`config.mk`:
```
export PLATFORM = sky130hd
export DESIGN_NAME = proc_control_fsm_flat
export DESIGN_NICKNAME = d
export VERILOG_FILES = /design/src/rtl/proc_control_fsm_if.sv /design/src/rtl/proc_control_fsm.sv /design/src/flat_wrapper.sv
export SDC_FILE = /design/constraint.sdc
export NUM_CORES = 1
export LEC_CHECK = 0
export CAP_MARGIN = 20
export CELL_PAD_IN_SITES_DETAIL_PLACEMENT = 1
export CELL_PAD_IN_SITES_GLOBAL_PLACEMENT = 2
export CORE_ASPECT_RATIO = 2
export CORE_MARGIN = 2
export CORE_UTILIZATION = 15
export DETAILED_ROUTE_END_ITERATION = 10
export MAX_ROUTING_LAYER = met4
export PLACE_DENSITY = 0.74
export SYNTH_ARGS = -nofsm -noshare
export SYNTH_HDL_FRONTEND = slang
export SYNTH_SLANG_ARGS = --single-unit
```
`constraint.sdc`:
```
create_clock -name Clock -period 2.3 [get_ports Clock]
set_clock_uncertainty 0.2 [all_clocks]
set_input_delay 0.46 -clock Clock [delete_from_list [all_inputs] [get_ports Clock]]
set_output_delay 0.46 -clock Clock [all_outputs]
set_load 0.02 [all_outputs]
```
`src/rtl/proc_control_fsm_if.sv`:
```
// Handshake and control bundle between the sequencer and the datapath it steers.
// The master side is the sequencer; the slave side is the datapath and instruction source.
interface proc_control_fsm_if #(
  parameter int unsigned NUM_REGS = 8
);
  logic                Run;
  logic [8:0]          IR;
  logic                IRin;
  logic [NUM_REGS-1:0] Rin;
  logic [NUM_REGS-1:0] Rout;
  logic                DINout;
  logic                Ain;
  logic                Gin;
  logic                Gout;
  logic [1:0]          AluOp;
  logic                Done;
  logic                Busy;

  modport master (
    input  Run, IR,
    output IRin, Rin, Rout, DINout, Ain, Gin, Gout, AluOp, Done, Busy
  );

  modport slave (
    output Run, IR,
    input  IRin, Rin, Rout, DINout, Ain, Gin, Gout, AluOp, Done, Busy
  );
endinterface

```
`src/rtl/proc_control_fsm.sv`:
```
// Multi-cycle control sequencer for the 16-bit bus processor: steps each
// instruction through T0..T3 and decodes IR into datapath enables.
module proc_control_fsm #(
  parameter int unsigned NUM_REGS = 8
) (
  input  logic                   Clock,
  input  logic                   Resetn,
  proc_control_fsm_if.master     bus
);

  typedef enum logic [1:0] {T0, T1, T2, T3} tstep_t;

  typedef enum logic [2:0] {
    OP_MV   = 3'b000,
    OP_MVI  = 3'b001,
    OP_ADD  = 3'b010,
    OP_SUB  = 3'b011,
    OP_AND  = 3'b100,
    OP_SLT  = 3'b101,
    OP_RSV6 = 3'b110,
    OP_RSV7 = 3'b111
  } op_t;

  tstep_t     tstep;
  op_t        op;
  logic [2:0] fx;
  logic [2:0] fy;
  logic       is_alu;

  // Indices at or beyond NUM_REGS select nothing.
  function automatic logic [NUM_REGS-1:0] reg_sel(input logic [2:0] idx);
    logic [NUM_REGS-1:0] res;
    res = '0;
    for (int unsigned i = 0; i < NUM_REGS; i++) begin
      if ({29'd0, idx} == i) res[i] = 1'b1;
    end
    return res;
  endfunction

  always_comb begin
    op     = op_t'(bus.IR[8:6]);
    fx     = bus.IR[5:3];
    fy     = bus.IR[2:0];
    is_alu = (op == OP_ADD) || (op == OP_SUB) || (op == OP_AND) || (op == OP_SLT);
  end

  always_ff @(posedge Clock or negedge Resetn) begin
    if (!Resetn) begin
      tstep <= T0;
    end else begin
      case (tstep)
        T0:      tstep <= bus.Run ? T1 : T0;
        T1:      tstep <= is_alu ? T2 : T0;
        T2:      tstep <= T3;
        default: tstep <= T0;
      endcase
    end
  end

  // Outputs are decoded combinationally and gated by Resetn so they fall
  // asynchronously with reset, including the Run-driven IRin in T0.
  always_comb begin
    bus.IRin   = 1'b0;
    bus.Rin    = '0;
    bus.Rout   = '0;
    bus.DINout = 1'b0;
    bus.Ain    = 1'b0;
    bus.Gin    = 1'b0;
    bus.Gout   = 1'b0;
    bus.AluOp  = 2'b00;
    bus.Done   = 1'b0;
    bus.Busy   = 1'b0;
    if (Resetn) begin
      bus.Busy = (tstep != T0);
      case (tstep)
        T0: bus.IRin = bus.Run;
        T1: begin
          case (op)
            OP_MV: begin
              bus.Rout = reg_sel(fy);
              bus.Rin  = reg_sel(fx);
              bus.Done = 1'b1;
            end
            OP_MVI: begin
              bus.DINout = 1'b1;
              bus.Rin    = reg_sel(fx);
              bus.Done   = 1'b1;
            end
            OP_ADD, OP_SUB, OP_AND, OP_SLT: begin
              bus.Rout = reg_sel(fx);
              bus.Ain  = 1'b1;
            end
            default: bus.Done = 1'b1;
          endcase
        end
        T2: begin
          bus.Rout = reg_sel(fy);
          bus.Gin  = 1'b1;
          case (op)
            OP_SUB:  bus.AluOp = 2'b01;
            OP_AND:  bus.AluOp = 2'b10;
            OP_SLT:  bus.AluOp = 2'b11;
            default: bus.AluOp = 2'b00;
          endcase
        end
        default: begin
          bus.Gout = 1'b1;
          bus.Rin  = reg_sel(fx);
          bus.Done = 1'b1;
        end
      endcase
    end
  end

endmodule

```
`src/flat_wrapper.sv`:
```
// flat-port wrapper written by rule: the top's interface ports become plain ports
module proc_control_fsm_flat 
#(
  parameter int unsigned NUM_REGS = 8
)
  (Clock, Resetn, bus_Run, bus_IR, bus_IRin, bus_Rin, bus_Rout, bus_DINout, bus_Ain, bus_Gin, bus_Gout, bus_AluOp, bus_Done, bus_Busy);
  proc_control_fsm_if #(.NUM_REGS(NUM_REGS)) bus_i ();
  input  logic Clock;
  input  logic Resetn;
  input wire logic [$bits(bus_i.Run)-1:0] bus_Run;
  input wire logic [$bits(bus_i.IR)-1:0] bus_IR;
  output wire logic [$bits(bus_i.IRin)-1:0] bus_IRin;
  output wire logic [$bits(bus_i.Rin)-1:0] bus_Rin;
  output wire logic [$bits(bus_i.Rout)-1:0] bus_Rout;
  output wire logic [$bits(bus_i.DINout)-1:0] bus_DINout;
  output wire logic [$bits(bus_i.Ain)-1:0] bus_Ain;
  output wire logic [$bits(bus_i.Gin)-1:0] bus_Gin;
  output wire logic [$bits(bus_i.Gout)-1:0] bus_Gout;
  output wire logic [$bits(bus_i.AluOp)-1:0] bus_AluOp;
  output wire logic [$bits(bus_i.Done)-1:0] bus_Done;
  output wire logic [$bits(bus_i.Busy)-1:0] bus_Busy;
  assign bus_i.Run = bus_Run;
  assign bus_i.IR = bus_IR;
  assign bus_IRin = bus_i.IRin;
  assign bus_Rin = bus_i.Rin;
  assign bus_Rout = bus_i.Rout;
  assign bus_DINout = bus_i.DINout;
  assign bus_Ain = bus_i.Ain;
  assign bus_Gin = bus_i.Gin;
  assign bus_Gout = bus_i.Gout;
  assign bus_AluOp = bus_i.AluOp;
  assign bus_Done = bus_i.Done;
  assign bus_Busy = bus_i.Busy;
  proc_control_fsm #(.NUM_REGS(NUM_REGS)) u_core (.Clock(Clock), .Resetn(Resetn), .bus(bus_i));
endmodule
```
==> flow_summary.json <==
{
  "layout.nets": 147,
  "yosys.area.top_type": "ha_1",
  "grt_setup_unrepaired": "yes",
  "syn_inst": 67,
  "required_ps": 1640,
  "wirelength_mm": 2.43,
  "layout_min_cycle_time_ps": 2390,
  "totalPowerFinal_mw": 0.823,
  "cp-end-kind": "primary output",
  "wl_per_cell_um": 15.5,
  "grtUsageMet1_pct": 13.8,
  "port_buffers": 36,
  "synth_area_leaders": "ha_1, dfrtp_1, nor2_1",
  "syn_area_um2": 477,
  "core_um2": 3120,
  "n_antenna_cell": 0,
  "cts.reportedPaths.clkPinSlew_ps": 30,
  "timing.fmax_ghz": 0.419,
  "vias": 768,
  "use_met2_pct": 25.8,
  "grt_pass1_vias": 807,
  "synth_top_area_share_pct": 18.4,
  "io_pins": 37,
  "finalSetupTns_ps": -359,
  "min_path_type": "primary input to asynchronous set/reset pin",
  "setup_slack_ps": -88.4,
  "dp_hpwl_mm": 1.70,
  "reg_top3": "u_core.tstep (2)",
  "drt_iter0_markers": 9,
  "pre_cts_ws_ps": -902,
  "dieArea_um2": 3670,
  "grt.overflow.total": 0,
  "clock_latency_ps": 210,
  "postRouteAntennaNets": 0,
  "grt_max_degree": 9,
  "finalHoldViolCount": 0,
  "viasPerCell": 4.89,
  "grt_pass1_wl_mm": 3.82,
  "dp.cells": 151,
  "ys_seq_area_share_pct": 10.5,
  "outcome": "finished with violations",
  "critPathKind": "primary input to primary output",
  "start_util_pct": 15.3,
  "cts_buffer_depth": 2,
  "cpPeakStageDelay_ps": 470,
  "startpoint_type": "primary input",
  "row_count": 29,
  "max_slew.worst_pin.slew_ps": 369,
  "crit_buf_inv": 3,
  "nFillCells": 382,
  "syn-num-nets": 86,
  "critical-path-top-delay-family": "buffers and inverters",
  "ff2ff_path_depth": 5,
  "drive_above_1_share_pct": 61.1,
  "cp_cell_sequence": "clkdlybuf4s50_1 > buf_4 > nand4_1 > o32ai_4 > buf_6",
  "failed_checks": "setup timing",
  "crit_slowest_cell": "clkdlybuf4s50_1",
  "cts_root_buf": "clkbuf_8",
  "powerDensity_nw_per_um2": 663,
  "slew_violations": 0,
  "drc": 0,
  "die_w_um": 43.9,
  "grt.busiest_layer": "met2",
  "slew_headroom_pct": 75.3,
  "fin_crit_sh_pct": 104,
  "numCtsBuffers": 3,
  "cts_hold_buf": 0,
  "cts.htree.levels": 1,
  "ys_ff_latch": 2,
  "holdWs_ps": 201,
  "ys_types": 21,
  "worstPathArrival_ps": 1730,
  "cts_tree": "done",
  "grtUsageMet3_pct": 1.73,
  "ir_drop_v": 0.000447,
  "regMostFlops": "u_core.tstep",
  "finalNonFillerCells": 157,
  "syn_to_final_growth_pct": 160,
  "synth_warnings": 0,
  "critical_path_depth": 5,
  "syn_avg_cell_area_um2": 7.12,
  "first_pass_iters": 3,
  "grt_usage_pct": 13.7,
  "clock-sinks": 2,
  "path_max_fanout": 3,
  "die_h_um": 83.7,
  "maxCapViolations": 0,
  "largest_reg_flops": 2,
  "grt_antenna_before_repair": 0,
  "leakage_nw": 0.552,
  "gp_congestion": 0.823,
  "finalSetupViolCount": 7
}
==> routing by layer <==
metal | wire length (um) | part of all wire [%]
met1 | 773 | 32
met2 | 1480 | 61
met3 | 144 | 5.9
met4 | 38 | 1.6
met5 | 0 | 0
==> cell type report <==
class	instances	area, um2	area share, %
flip-flops and latches	2	51.3	4.13
well taps	31	38.8	3.13
inverters	5	21.3	1.71
clock buffers	3	41.3	3.33
multi-input cells	59	598	48.2
repair buffers	57	490	39.5
==> path summary, 6_finish.rpt <==
path	start	endpoint	slack (ps)
worst min-delay path	Resetn	u_core.tstep[0]$_DFF_PN0_	200
worst max-delay path	bus_IR[1]	bus_Rout[3]	-90
min in group Clock	u_core.tstep[1]$_DFF_PN0_	u_core.tstep[0]$_DFF_PN0_	460
worst max register to register	u_core.tstep[1]$_DFF_PN0_	u_core.tstep[1]$_DFF_PN0_	1070
worst min register to register	u_core.tstep[1]$_DFF_PN0_	u_core.tstep[0]$_DFF_PN0_	460
max in group asynchronous	Resetn	u_core.tstep[0]$_DFF_PN0_	1570
==> layout by cell type (no fill, tap or decap), types with 4 or more instances in the layout <==
master and instances:
buf_2 4, dlygate4sd2_1 8, ha_4 4, nand2_1 4
buf_6 11, clkdlybuf4s50_1 6, buf_4 26, nor2_2 4
nor2_1 6
==> per-stage QoR <==
step	util, %	cell area [um2]
6_report	39.8	1240
5_1_grt	39.8	1240
4_1_cts	35.8	1120
3_5_place_dp	32.2	1010
3_3_place_gp	32.2	1010
2_1_floorplan	-	477
==> cell families after synthesis <==
kind of cell | after synthesis | share of synthesized area (%)
adders and majority gates | 7 | 18.4
xor gates and xnor gates | 1 | 1.84
AOI/OAI and AO/OA | 13 | 18.4
buffers and inverters | 6 | 4.99
and+or+nand+nor | 38 | 45.9
DFF | 2 | 10.5
==> where the power goes <==
part | total (mW) | leakage (nW) | switching (mW) | internal [mW]
clock network | 0.137 | 0.0216 | 0.0268 | 0.111
logic | 0.613 | 0.506 | 0.298 | 0.315
registers | 0.0724 | 0.0242 | 0.0201 | 0.0523
total | 0.823 | 0.552 | 0.345 | 0.477
==> synth_stat cells (all sizes together) <==
| cell type | n |
|---|---|
| nor2 | 11 |
| ha | 7 |
| inv | 5 |
| o22ai | 5 |
| and3 | 4 |
| nand2 | 4 |
| nand2b | 3 |
| nand3 | 3 |
| nand4 | 3 |
| o21ai | 3 |
| o32ai | 3 |
| or2 | 3 |
| and2 | 2 |
| dfrtp | 2 |
| nand4b | 2 |
| nor2b | 2 |
| a21o | 1 |
| buf | 1 |
| nor4b | 1 |
| o21a | 1 |
| xor2 | 1 |
==> what timing repair did <==
| item | CTS | global route |
|---|---|---|
| pin swaps | 8 | 17 |
| setup buffers | 1 | 3 |
| endpoints found under the setup margin | 25 | 19 |
| resized for setup | 133 | 31 |
Note: power is estimated with default switching activity, not from simulation.
